### config.mk
export PLATFORM = sky130hd
export DESIGN_NAME = ps2_mouse_tracker
export DESIGN_NICKNAME = d
export VERILOG_FILES = /design/src/rtl/ps2_mouse_tracker.sv
export SDC_FILE = /design/constraint.sdc
export NUM_CORES = 1
export LEC_CHECK = 0
export ABC_AREA = 0
export CORE_ASPECT_RATIO = 1.1
export CORE_MARGIN = 2
export CORE_UTILIZATION = 50
export DETAILED_ROUTE_END_ITERATION = 8
export HOLD_SLACK_MARGIN = 0.12
export PLACE_DENSITY_LB_ADDON = 0.08
export SYNTH_ARGS = -nofsm -noshare
export SYNTH_HDL_FRONTEND = slang
export SYNTH_SLANG_ARGS = --single-unit
### constraint.sdc
create_clock -name clk -period 4.4 [get_ports clk]
set_clock_uncertainty 0.1 [all_clocks]
set_input_delay 0.88 -clock clk [delete_from_list [all_inputs] [get_ports clk]]
set_output_delay 0.88 -clock clk [all_outputs]
set_load 0.02 [all_outputs]
### src/rtl/ps2_mouse_tracker.sv
// PS/2 mouse receive front end: conditions the raw PS/2 lines, deserialises
// 11-bit frames, assembles 3-byte stream packets and keeps a clamped absolute
// pointer position plus button state.
module ps2_mouse_tracker #(
  parameter int MAX_X          = 799,
  parameter int MAX_Y          = 599,
  parameter int INIT_X         = 400,
  parameter int INIT_Y         = 300,
  parameter int FILTER_LEN     = 8,
  parameter int TIMEOUT_CYCLES = 100000
) (
  input  logic        clk,
  input  logic        rst,
  input  logic        ps2_clk,
  input  logic        ps2_data,
  output logic [11:0] mouse_x_position,
  output logic [11:0] mouse_y_position,
  output logic        mouse_left,
  output logic        mouse_right,
  output logic        packet_valid,
  output logic        frame_err
);

  localparam int FW = $clog2(FILTER_LEN + 1);
  localparam int TW = $clog2(TIMEOUT_CYCLES + 1);

  typedef enum logic [1:0] {F_IDLE, F_DATA, F_PARITY, F_STOP} frame_state_t;
  typedef enum logic [1:0] {P_BYTE0, P_BYTE1, P_BYTE2, P_UPDATE} pkt_state_t;

  // Status-byte fields that the position update actually uses.
  typedef struct packed {
    logic y_ovf;
    logic x_ovf;
    logic y_sign;
    logic x_sign;
    logic right;
    logic left;
  } status_t;

  logic [1:0]    clk_sync, data_sync;
  logic          clk_s, data_s;
  logic          clk_filt, filt_flip, fall_edge;
  logic [FW-1:0] filt_cnt;

  frame_state_t  f_state, f_next;
  logic [2:0]    bit_cnt;
  logic [7:0]    shift_reg;
  logic          par_bit;
  logic [TW-1:0] tmo_cnt;
  logic          tmo_expire, byte_valid, err_now;

  pkt_state_t    p_state, p_next;
  status_t       status_r;
  logic [7:0]    dx_r, dy_r;
  logic signed [13:0] dx_ext, dy_ext, sum_x, sum_y;
  logic [11:0]   next_x, next_y;

  assign clk_s  = clk_sync[1];
  assign data_s = data_sync[1];

  // Two-flop synchronisers; idle PS/2 lines are high.
  // NOTE: clocked state uses <= so every flop samples pre-edge values and
  // simulation ordering between always_ff blocks cannot change behaviour.
  always_ff @(posedge clk) begin
    if (rst) begin
      clk_sync  <= 2'b11;
      data_sync <= 2'b11;
    end else begin
      clk_sync  <= {clk_sync[0], ps2_clk};
      data_sync <= {data_sync[0], ps2_data};
    end
  end

  // The filtered clock flips once the new level has held FILTER_LEN cycles.
  assign filt_flip = (clk_s != clk_filt) && (filt_cnt == FW'(FILTER_LEN - 1));
  assign fall_edge = filt_flip && clk_filt;

  // Glitch filter on the synchronised PS/2 clock.
  always_ff @(posedge clk) begin
    if (rst) begin
      clk_filt <= 1'b1;
      filt_cnt <= '0;
    end else if (clk_s == clk_filt) begin
      filt_cnt <= '0;
    end else if (filt_flip) begin
      clk_filt <= clk_s;
      filt_cnt <= '0;
    end else begin
      filt_cnt <= filt_cnt + 1'b1;
    end
  end

  // An edge always reloads the timer, so expiry only fires on a quiet line.
  assign tmo_expire = (f_state != F_IDLE) && !fall_edge &&
                      (tmo_cnt == TW'(TIMEOUT_CYCLES - 1));
  assign byte_valid = fall_edge && (f_state == F_STOP) && data_s &&
                      (^{shift_reg, par_bit});
  assign err_now    = tmo_expire ||
                      (fall_edge && (f_state == F_STOP) && !byte_valid);

  // Frame FSM state register.
  always_ff @(posedge clk) begin
    if (rst) f_state <= F_IDLE;
    else     f_state <= f_next;
  end

  // Frame FSM next state: start bit, 8 data bits, parity, stop.
  // NOTE: f_next gets a default before any branch, so no path leaves it
  // unassigned and no latch is inferred.
  always_comb begin
    f_next = f_state;
    if (tmo_expire) begin
      f_next = F_IDLE;
    end else if (fall_edge) begin
      unique case (f_state)
        F_IDLE:   if (!data_s) f_next = F_DATA;
        F_DATA:   if (bit_cnt == 3'd7) f_next = F_PARITY;
        F_PARITY: f_next = F_STOP;
        F_STOP:   f_next = F_IDLE;
        default:  f_next = F_IDLE;
      endcase
    end
  end

  // Frame datapath: bit shifting, parity capture, timeout and error pulse.
  // NOTE: datapath registers are reset along with the control state so the
  // clamp arithmetic never sees X in simulation after reset.
  always_ff @(posedge clk) begin
    if (rst) begin
      bit_cnt   <= '0;
      shift_reg <= '0;
      par_bit   <= 1'b0;
      tmo_cnt   <= '0;
      frame_err <= 1'b0;
    end else begin
      frame_err <= err_now;
      if (f_state == F_IDLE || fall_edge) tmo_cnt <= '0;
      else                                tmo_cnt <= tmo_cnt + 1'b1;
      if (fall_edge) begin
        unique case (f_state)
          F_IDLE:   bit_cnt <= '0;
          F_DATA: begin
            shift_reg <= {data_s, shift_reg[7:1]};
            bit_cnt   <= bit_cnt + 3'd1;
          end
          F_PARITY: par_bit <= data_s;
          default:  ;
        endcase
      end
    end
  end

  // Packet FSM state register.
  always_ff @(posedge clk) begin
    if (rst) p_state <= P_BYTE0;
    else     p_state <= p_next;
  end

  // Packet FSM next state; any frame error resynchronises to BYTE0.
  always_comb begin
    p_next = p_state;
    if (err_now) begin
      p_next = P_BYTE0;
    end else begin
      unique case (p_state)
        P_BYTE0:  if (byte_valid && shift_reg != 8'hFA && shift_reg[3]) p_next = P_BYTE1;
        P_BYTE1:  if (byte_valid) p_next = P_BYTE2;
        P_BYTE2:  if (byte_valid) p_next = P_UPDATE;
        P_UPDATE: p_next = P_BYTE0;
        default:  p_next = P_BYTE0;
      endcase
    end
  end

  // Capture status and delta bytes as the packet FSM advances.
  always_ff @(posedge clk) begin
    if (rst) begin
      status_r <= '0;
      dx_r     <= '0;
      dy_r     <= '0;
    end else if (byte_valid) begin
      if (p_state == P_BYTE0 && p_next == P_BYTE1)
        status_r <= '{y_ovf: shift_reg[7], x_ovf: shift_reg[6], y_sign: shift_reg[5],
                      x_sign: shift_reg[4], right: shift_reg[1], left: shift_reg[0]};
      if (p_state == P_BYTE1) dx_r <= shift_reg;
      if (p_state == P_BYTE2) dy_r <= shift_reg;
    end
  end

  // Signed 9-bit deltas widened to 14 bits; PS/2 +y is up, screen +y is down.
  always_comb begin
    dx_ext = status_r.x_ovf ? 14'sd0 : {{6{status_r.x_sign}}, dx_r};
    dy_ext = status_r.y_ovf ? 14'sd0 : {{6{status_r.y_sign}}, dy_r};
    sum_x  = $signed({2'b00, mouse_x_position}) + dx_ext;
    sum_y  = $signed({2'b00, mouse_y_position}) - dy_ext;
    if (sum_x < 0)          next_x = '0;
    else if (sum_x > MAX_X) next_x = 12'(MAX_X);
    else                    next_x = sum_x[11:0];
    if (sum_y < 0)          next_y = '0;
    else if (sum_y > MAX_Y) next_y = 12'(MAX_Y);
    else                    next_y = sum_y[11:0];
  end

  // Output registers: updated only in UPDATE, held otherwise.
  always_ff @(posedge clk) begin
    if (rst) begin
      mouse_x_position <= 12'(INIT_X);
      mouse_y_position <= 12'(INIT_Y);
      mouse_left       <= 1'b0;
      mouse_right      <= 1'b0;
      packet_valid     <= 1'b0;
    end else begin
      packet_valid <= 1'b0;
      if (p_state == P_UPDATE && !err_now) begin
        mouse_x_position <= next_x;
        mouse_y_position <= next_y;
        mouse_left       <= status_r.left;
        mouse_right      <= status_r.right;
        packet_valid     <= 1'b1;
      end
    end
  end

endmodule
======== Word level (Yosys, flattened, before mapping) ========
Index checks and enable logic that the tools add are counted.
word-level totals
  register bits after elaboration ......... 92
  logic and storage cells ................. 98
  output and inout port bits .............. 28
cells by class
  bitwise gates (word level) .............. 1
  $lt $le $gt $ge ......................... 4
  add/sub/neg operators ................... 5
  mux-type cells .......................... 16
  equal/unequal tests ..................... 15
  reductions and logical operators ........ 33
operator list
  operator                 number
  $mux W12                 4
  $gt A14 B11 Y1 const B   2
  $lt A14 B1 Y1 const B    2
  $mux W14                 2
  $add A17 B1 Y17 const B  1
  $eq A17 B17 Y1 const B   1
  $pmux W2 S4              2
  $add A13 B14 Y14         1
  $reduce_and A2 Y1        7
  $sub A13 B14 Y14         1
  $logic_and A1 B1 Y1      12
  $mux W2                  6
  $reduce_xor A9 Y1        1
  $eq A2 B2 Y1 const B     4
  $ne A8 B8 Y1 const B     1
  $eq A2 B1 Y1 const B     3
  $pmux W3 S2              1
  $add A4 B1 Y4 const B    1
  $eq A4 B3 Y1 const B     1
  $logic_not A2 Y1         2
  $ne A2 B2 Y1 const B     2
  $reduce_bool A2 Y1       2
  $reduce_or A2 Y1         2
  $add A3 B1 Y3 const B    1
  9 further kinds          12

======== Depth between registers and ports, before layout ========
  word-level depth ........................ 14
  mapped depth ............................ 12
  depth with buffers taken out ............ 11

======== Worst setup path before layout ========
Ideal clock, no wire load.
  kind .................................... reg2reg
  start ................................... reg status_r[5] (netlist name)
  end ..................................... reg mouse_y_position[3]
  path buffers ............................ 1
  setup slack ............................. 1440 ps
  stages on the path, launching flop included .. 13
  arrival ................................. 2738 ps
  data required time ...................... 4178 ps
  path through ............................ dfxtp_1 -> clkbuf_1 -> nor2b_1 -> ha_1 -> fa_1 -> nand2b_1 -> a21o_1 -> o211ai_1 -> a21boi_0 -> o31ai_1 -> nor4_1 -> o211a_1 -> a221o_1
between the ends
  cells in the longest elaborated chain, start to end .. 5
RTL lines
  item                    RTL line  RTL
  from (decl)             53        status_t status_r;
  from (signal assigned)  183       status_r <= '{y_ovf: shift_reg[7], x_ovf: shift_reg[6], y_sign: shift_reg[5],
  $mux W14 *              193       dy_ext = status_r.y_ovf ? 14'sd0 : {{6{status_r.y_sign}}, dy_r};
  $sub A13 B14 Y14 *      195       sum_y = $signed({2'b00, mouse_y_position}) - dy_ext;
  $gt A14 B11 Y1          200       else if (sum_y > MAX_Y) next_y = 12'(MAX_Y);
  $mux W12                200
  $mux W12 *              199       if (sum_y < 0) next_y = '0;
  to (signal assigned)    208       mouse_y_position <= 12'(INIT_Y);
  to (signal assigned)    216       mouse_y_position <= next_y;
  to (decl)               17        output logic [11:0] mouse_y_position,
Mark *: on every way between the ends. The rest lies on a longest branch, timed or not.
A chain may end at the register's enable or synchronous reset.

======== Worst setup path after layout ========
Ends and elaborated chain as after synthesis.

==> flow_summary.toml <==
[run_status]
status = "finished clean"

[power]
vdd_drop_max_v = 0.0001474
switching_share = 0.2339
leakage_nw = 2.329
power.internal_w = 0.001116
pwr-share-seq = 0.573
powerDensity_nw_per_um2 = 257.0
p_comb_frac = 0.012
p_sw_w = 0.0003408
clock_power_share = 0.414

[final_layout]
layout-drive-gt1-share = 0.05987
multi_input_area_um2 = 3079
area_growth_pct = 11.16
largest_reg_flops = 17
final_core_util = 0.5734
num-nets-final = 654
regMostFlops = "tmo_cnt"
top_regs = "tmo_cnt x17, mouse_x_position x12, mouse_y_position x12"
diodes = 0
final_cells = 738
fillers = 918
regArea_um2 = 1842

[floorplanning]
start_util = 0.5158
die_x_um = 100.3
ios = 32
row_count = 38
die_h_um = 109.9
dieArea_um2 = 11030
core-area_um2 = 9889

[yosys]
synth_top_area_frac = 0.3610
synthMostInstantiatedCell = "dfxtp_1"
ys_warn_count = 0
synth_seq_area_share = 0.3610
synth-edff-count = 0
synthArstFlopShare = 0
synthesis.nets = 636
syn_area_um2 = 5101
ys_ff_latch = 92
yosysUniqueCellTypes = 67
ys_top_cells_by_area = "dfxtp_1 36%, ha_1 8.6%, nor2_1 5.7%"
syn_area_per_cell_um2 = 8.573
yosysTopAreaCell = "dfxtp_1"
ys_top_cells_by_count = "92 x dfxtp_1, 78 x nor2_1, 48 x nand2_1"
synth_cells = 595
ys.flop_type = "dfxtp_1"

[placement]
dp_cells = 722
io_buffers = 31
hpwl_mm = 8.176
gp_congestion = 0.8564
place_ws_ps = 1031

[detailed_routing]
wire_per_inst_um = 15.00
route.detailed.drc = 0
firstDrtPassIters = 5
vias = 4175
ant_nets = 0
drt_iter0_drc = 187
wirelength_mm = 11.07
post_drt_via_cell_ratio = 5.657

[cts]
tritoncts = "yes"
cts_root_buf = "clkbuf_8"
post_cts_buffers = 0
cts_buffer_depth = 2
cts_hold_buf = 0
cts_resized = 0
cts_made_buffers = 9
cts.htree.levels = 3
cts_sinks = 92
clk_pin_slew_ps = 100
clk_latency_ps = 370

[setup_path]
required_ps = 4560
critPathLaunchType = "flip-flop"
crit_type = "reg -> reg"
worstPathMaxFanout = 10
crit_path_start = "status_r[5]"
crit_arrival_ps = 3590
r2r-start = "status_r[5]"
cp-end-kind = "flip-flop"

[grt]
first_global_vias = 4021
overflow = 0
grt_usage = 0.2154
antenna_found_initial = 0
grt_max_degree = 45
grt_pass1_wl_mm = 19.18

[min_path]
worstHoldStart = "data_sync[0]"
hold_path.class = "reg -> reg"

[sta]
clock.fmax_mhz = 292.1
slew_headroom = 0.4495
max_slew.worst_pin.slew_ps = 821.3
setup_viol_count_final = 0
finalHoldViolations = 0
period_needed_ps = 3423
slew_viol_final = 0
fin_ws_ps = 977.1
fin_tns_setup_ps = 0
min_period_over_period = 0.7779
rsz0062_at_grt = "false"

[job]
drv_cap = 0
## final cells by class
cell class | count | share of cell area
Sequential cell | 92 | 0.3248
Inverter | 18 | 0.01192
Timing Repair Buffer | 33 | 0.05649
Multi-Input combinational cell | 459 | 0.5430
Clock inverter | 7 | 0.01545
Clock buffer | 9 | 0.02184
Tap cell | 120 | 0.02648
## worst paths after layout
path / end / cells after the start / slack, ps
max: mouse_y_position[3] / 11 / 980
min: data_sync[1] / 1 / 320
max reg2reg: mouse_y_position[3] / 11 / 980
min reg2reg: data_sync[1] / 1 / 320
## layer usage
layer  up-vias  part of all wire  global-route usage
met4         0             0.016             0.07828
li1       2140                 -                   -
met1      1948              0.47              0.2744
met3        17             0.033             0.04005
met2        70              0.48              0.3643
met5         -                 0                   0
## logic make-up (layout without fill, tap and decap cells)
kind of cell / count (synthesis) / after routing / synth area share
fa+ha+maj: 37 / 37 / 0.09370
simple gates: 229 / 229 / 0.2200
flops: 92 / 92 / 0.3611
compound gates: 128 / 128 / 0.1675
xor+xnor: 39 / 39 / 0.07113
buf+inv: 44 / 67 / 0.03532
mux: 26 / 26 / 0.05126
## cells in the final DEF (no fill, tap or decap), types with 4 or more instances in the layout
cell type	instances
nor2_1	78
mux2i_1	25
inv_1	18
nor2b_1	11
o31ai_1	5
a21oi_1	36
nand2_1	48
ha_1	35
nor3_1	8
nand4_1	5
or2_2	7
nand3_1	24
and2_1	7
or3_1	4
xor2_1	18
a211oi_1	8
dfxtp_1	92
o21a_1	7
and3_1	5
a31oi_1	5
clkbuf_8	9
o21ai_0	20
nand2b_1	15
a21o_1	6
xnor2_1	19
clkdlybuf4s50_1	30
o22ai_1	4
## worst max-delay path, stage by stage (launching register included)
cell	delay [ps]
dfxtp_1	480
nor2b_1	90
ha_1	220
fa_1	400
nand2b_1	220
a21o_1	230
o211ai_1	250
a21boi_0	140
o31ai_1	460
nor4_1	120
o211a_1	300
a221o_1	300
## power by group through the flow
stage               clock [W]  sequential (W)  combinational, W
floorplan                   0        0.000854         0.0000117
global placement            0        0.000855         0.0000177
detailed placement          0        0.000855         0.0000179
CTS                  0.000624        0.000835         0.0000180
global route         0.000665        0.000836         0.0000196
finish               0.000604        0.000835         0.0000180
## through the flow
step | hold WS [ps] | total power [W] | cell area [µm²]
global route | 339.8 | 0.001521 | 5670
finish | 321.7 | 0.001457 | 5670
detailed placement | 301.7 | 0.0008726 | 5459
global placement | 293.3 | 0.0008724 | 5459
CTS | 326.4 | 0.001477 | 5670
floorplan | 289.5 | 0.0008660 | 5101
Power figures use the tool's default switching activity.
